==> config.mk <==
export PLATFORM = sky130hd
export DESIGN_NAME = srrc_rx_fold_ctrl
export DESIGN_NICKNAME = d
export VERILOG_FILES = /design/src/rtl/srrc_rx_fold_ctrl.sv
export SDC_FILE = /design/constraint.sdc
export NUM_CORES = 2
export LEC_CHECK = 0
export ABC_AREA = 1
export BUFFER_PORTS_ARGS = -buffer_cell sky130_fd_sc_hd__buf_2
export CAP_MARGIN = 20
export CORE_UTILIZATION = 65
export CTS_CLUSTER_DIAMETER = 40
export CTS_CLUSTER_SIZE = 40
export DETAILED_ROUTE_END_ITERATION = 12
export GPL_TIMING_DRIVEN = 0
export PLACE_DENSITY = 0.86
export SYNTH_ARGS = -nofsm -noshare
export SYNTH_HDL_FRONTEND = slang
export SYNTH_SLANG_ARGS = --single-unit
export TNS_END_PERCENT = 20
==> constraint.sdc <==
create_clock -name clk -period 14.01 [get_ports clk]
set_input_delay 0.7005 -clock clk [delete_from_list [all_inputs] [get_ports clk]]
set_output_delay 0.7005 -clock clk [all_outputs]
set_load 0.03 [all_outputs]
==> src/rtl/srrc_rx_fold_ctrl.sv <==
// Sequencer for a folded 17-tap symmetric SRRC receive filter: one pre-adder,
// one 18x18 multiplier and one accumulator time-shared over 9 clocks per sample.
module srrc_rx_fold_ctrl #(
  parameter int DATA_W = 18,
  parameter int NHALF  = 9
) (
  input  logic                     clk,
  input  logic                     reset,
  input  logic                     sample_en,
  input  logic signed [DATA_W-1:0] in,
  input  logic                     coef_we,
  input  logic [3:0]               coef_addr,
  input  logic signed [DATA_W-1:0] coef_data,
  output logic signed [DATA_W-1:0] out,
  output logic                     out_valid,
  output logic                     busy,
  output logic                     overrun,
  output logic                     wr_rej
);

  localparam int NTAPS = 2*NHALF - 1;
  localparam logic [3:0] LAST_K = 4'(NHALF - 1);
  localparam logic [4:0] LAST_X = 5'(NTAPS - 1);

  localparam logic signed [DATA_W-1:0] BDEF [NHALF] = '{
    18'sd3259, -18'sd3378, -18'sd10461, -18'sd12207, -18'sd3946,
    18'sd14611, 18'sd38196, 18'sd57937, 18'sd65624
  };

  typedef enum logic [1:0] {IDLE, MAC, DONE} state_t;

  state_t state, state_next;

  logic signed [DATA_W-1:0]   x [NTAPS];
  logic signed [DATA_W-1:0]   b [NHALF];
  logic signed [DATA_W-1:0]   acc;
  logic [3:0]                 cnt;

  logic                       accept;
  logic                       coef_ok;
  logic [4:0]                 hi_idx;
  logic signed [DATA_W-1:0]   pre;
  logic signed [2*DATA_W-1:0] pre_w, coef_w, prod;
  logic signed [DATA_W-1:0]   term;
  logic signed [DATA_W-1:0]   acc_sum;

  assign accept  = sample_en && (state != MAC);
  assign coef_ok = coef_we && (coef_addr <= LAST_K);

  // Folded tap k pairs x[k] with x[16-k]; the centre tap has no partner.
  always_comb begin
    hi_idx  = LAST_X - {1'b0, cnt};
    pre     = (cnt < LAST_K) ? x[{1'b0, cnt}] + x[hi_idx] : x[NHALF-1];
    pre_w   = (2*DATA_W)'(pre);
    coef_w  = (2*DATA_W)'(b[cnt]);
    prod    = pre_w * coef_w;
    term    = prod[2*DATA_W-2:DATA_W-1];
    acc_sum = acc + term;
  end

  always_comb begin
    state_next = state;
    case (state)
      IDLE:    if (accept) state_next = MAC;
      MAC:     if (cnt == LAST_K) state_next = DONE;
      DONE:    state_next = accept ? MAC : IDLE;
      default: state_next = IDLE;
    endcase
  end

  always_ff @(posedge clk) begin
    if (reset) begin
      state <= IDLE;
      busy  <= 1'b0;
    end else begin
      state <= state_next;
      busy  <= (state_next == MAC);
    end
  end

  always_ff @(posedge clk) begin
    if (reset) begin
      for (int unsigned i = 0; i < NTAPS; i++) x[i] <= '0;
      for (int unsigned i = 0; i < NHALF; i++) b[i] <= BDEF[i];
      acc       <= '0;
      cnt       <= '0;
      out       <= '0;
      out_valid <= 1'b0;
      overrun   <= 1'b0;
      wr_rej    <= 1'b0;
    end else begin
      out_valid <= 1'b0;
      wr_rej    <= 1'b0;
      // A write accepted on the same edge as a sample is seen by that sample's MAC,
      // since the first tap is computed one edge later.
      if (coef_ok) begin
        if (state == MAC) wr_rej <= 1'b1;
        else              b[coef_addr] <= coef_data;
      end
      if (sample_en && state == MAC) overrun <= 1'b1;
      if (accept) begin
        for (int unsigned i = 1; i < NTAPS; i++) x[i] <= x[i-1];
        x[0] <= in;
        cnt  <= '0;
        acc  <= '0;
      end else if (state == MAC) begin
        acc <= acc_sum;
        cnt <= cnt + 4'd1;
        if (cnt == LAST_K) begin
          out       <= acc_sum;
          out_valid <= 1'b1;
        end
      end
    end
  end

endmodule

==> results.toml <==
[drt]
vias_per_cell = 6.38
wl_per_cell_um = 25.9
drt-pass1-iter-count = 9
vias = 39374
drt_iter0_drc = 6793
routed_wl_mm = 160
drc_errors = 0
antenna_left = 0

[layout]
nets = 5703
final_common_cell = "inv_1"
multi_input_area_um2 = 21100
final_cell_mix = "inv_1, nand2_1, nor2_1, edfxtp_1, a21oi_1"
fillers = 4663
drive_above_1_share_pct = 7.53
seq_area_um2 = 18800
area_growth_pct = 13.5
instances_no_fill = 6169

[global_route]
grt_pass1_wl_mm = 233
grt_pass1_vias = 38559
grt-ovfl-total = 0
antenna_found_initial = 11
grt_max_degree = 64
track_usage_pct = 47.3

[logic_synthesis]
synthCells = 4919
netlist_area_um2 = 43700
synth_ff_type = "edfxtp_1"
async_flop_share_pct = 0
seq_area_frac_synth_pct = 43.1
yosysWarningCount = 0
synth-seq-cells = 644
synth.distinct_cells = 54
postSynthAreaPerCell_um2 = 8.88
synth_edf_count = 594

[die]
io-pin-count = 66
die_h_um = 261
core.rowCount = 94
core-area_um2 = 66100
dieArea_um2 = 68200
die_x_um = 261
start_util_pct = 66.1

[worst_hold_path]
whs_path_depth = 1
hold_class = "in2reg"

[timing]
finClkSkew_ps = 44.6
finalSetupViolations = 0
timing.slew.headroom_pct = 16.9
post-route-period-util_pct = 98.0
rsz0062_at_grt = "true"
drv_slew = 0
period_minus_slack_ps = 13730
max_freq_mhz = 72.8
worst-slew-pin-transition_ps = 1250
hold_violations = 0

[clock_network]
cts_tree = "yes"
clock_latency_ps = 670
clock_tree.buffer_depth = 3
ctsHoldBuffers = 0
cts_sinks = 644
cts_made_buffers = 96
cts_root_buffer = "clkbuf_16"
clk_pin_slew_ps = 70
htree_levels = 3

[setup_path]
worstPathMaxFanout = 12
critPathKind = "reg2reg"
cp_slowest_cell = "fa_1"
r2r_cells = 61
max_stage_delay_ps = 530
worstPathArrival_ps = 14280
start_kind = "flip-flop"
cp_data_required_time_ps = 14560
cpMostUsedCell = "inv_1"
cp-end-kind = "flip-flop"

[placement]
placed_cells = 5980
io_buffer_count = 65
gp_congestion = 1.09
dp_hpwl_mm = 113

[job]
maxCapViolCount = 0

[run_status]
status = "finished, final reports clean"
-- critical path: cells and delay by family, from the launching register on --
kind	cells	cell delay, ps
AOI/OAI and AO/OA	14	2740
and+or+nand+nor	19	3220
adders and majority gates	10	4100
DFF	1	400
buffers and inverters	18	3130
-- cells in the mapped netlist (47+ instances only) --
library cell	number	share of area, %
fa_1	318	15
nor2_1	661	5.7
nand2_1	673	5.8
ha_1	123	3.5
o21ai_0	332	3.8
a21oi_1	472	5.4
inv_1	829	7.1
buf_2	57	0.65
nand3_1	312	3.6
clkbuf_1	153	1.3
edfxtp_1	594	41
a221oi_1	47	0.94
dfxtp_1	50	2.3
-- flip-flops by register name, summed over array words and instances, names as in the netlist, named ones only --
name and flops:
x 306, b 288, acc 18, out 18
cnt 4, state 2, busy 1, out_valid 1
overrun 1, wr_rej 1
-- stage by stage --
| stage | setup TNS [ps] | util [%] | setup WS (ps) | instance area (um^2) | hold slack (ps) |
|---|---|---|---|---|---|
| 3_5_place_dp | -44720 | 69.2 | -2130 | 45700 | 446 |
| 6_report | 0 | 75.0 | 279 | 49600 | 300 |
| 4_1_cts | 0 | 74.6 | 51.7 | 49300 | 289 |
| 3_3_place_gp | -221450 | 68.9 | -1910 | 45600 | 438 |
| 5_1_grt | -72.3 | 75.0 | -72.3 | 49500 | 293 |
| 2_1_floorplan | 0 | - | 2860 | 44100 | 445 |
-- cell type report --
cell class | count | share of cell area, %
clock buffer | 99 | 4.91
timing repair buffer | 81 | 1.22
clock inverter | 81 | 2.26
antenna | 5 | 0.0252
sequential | 644 | 38.0
buffer | 260 | 2.31
multi-input combinational | 3270 | 42.5
tap | 864 | 2.18
inverter | 865 | 6.60
-- layer usage --
| metal | up-vias | GRT usage (%) | wire (um) | share of wire [%] |
|---|---|---|---|---|
| met5 | - | 0 | 23 | 0.014 |
| met4 | 4 | 34.2 | 13600 | 8.5 |
| met3 | 858 | 15.5 | 24300 | 15 |
| met2 | 3517 | 70.5 | 69200 | 43 |
| met1 | 18467 | 57.8 | 52400 | 33 |
| li1 | 16528 | - | - | - |
-- path summary, 6_finish.rpt --
check                           slack, ps            startpoint                   end
worst max register to register        280   cnt[0]$_SDFFE_PP0P_  acc[16]$_SDFFE_PP0P_
worst min register to register        450  overrun$_SDFFE_PP0P_  overrun$_SDFFE_PP0P_
worst max-delay path                  280   cnt[0]$_SDFFE_PP0P_  acc[16]$_SDFFE_PP0P_
worst min-delay path                  300         coef_data[10]    b[9][10]$_DFFE_PP_
-- cell families after synthesis --
| family | after synthesis | share of synthesized area (%) |
|---|---|---|
| DFF | 644 | 43.1 |
| adders and majority gates | 441 | 18.1 |
| other | 1 | 0.00859 |
| xor gates and xnor gates | 55 | 1.12 |
| AOI/OAI and AO/OA | 939 | 11.7 |
| and+or+nand+nor | 1709 | 16.0 |
| buffers and inverters | 1130 | 10.0 |
-- timing repair --
action | in CTS | in global routing
resized for setup | 20 | 52
buffers inserted | 1 | 4
endpoints found under the setup margin | 34 | 22
cloned | 0 | 0
Power is not shown: default switching activity piles up to over one toggle a cycle in this logic, so the estimate is an artifact.
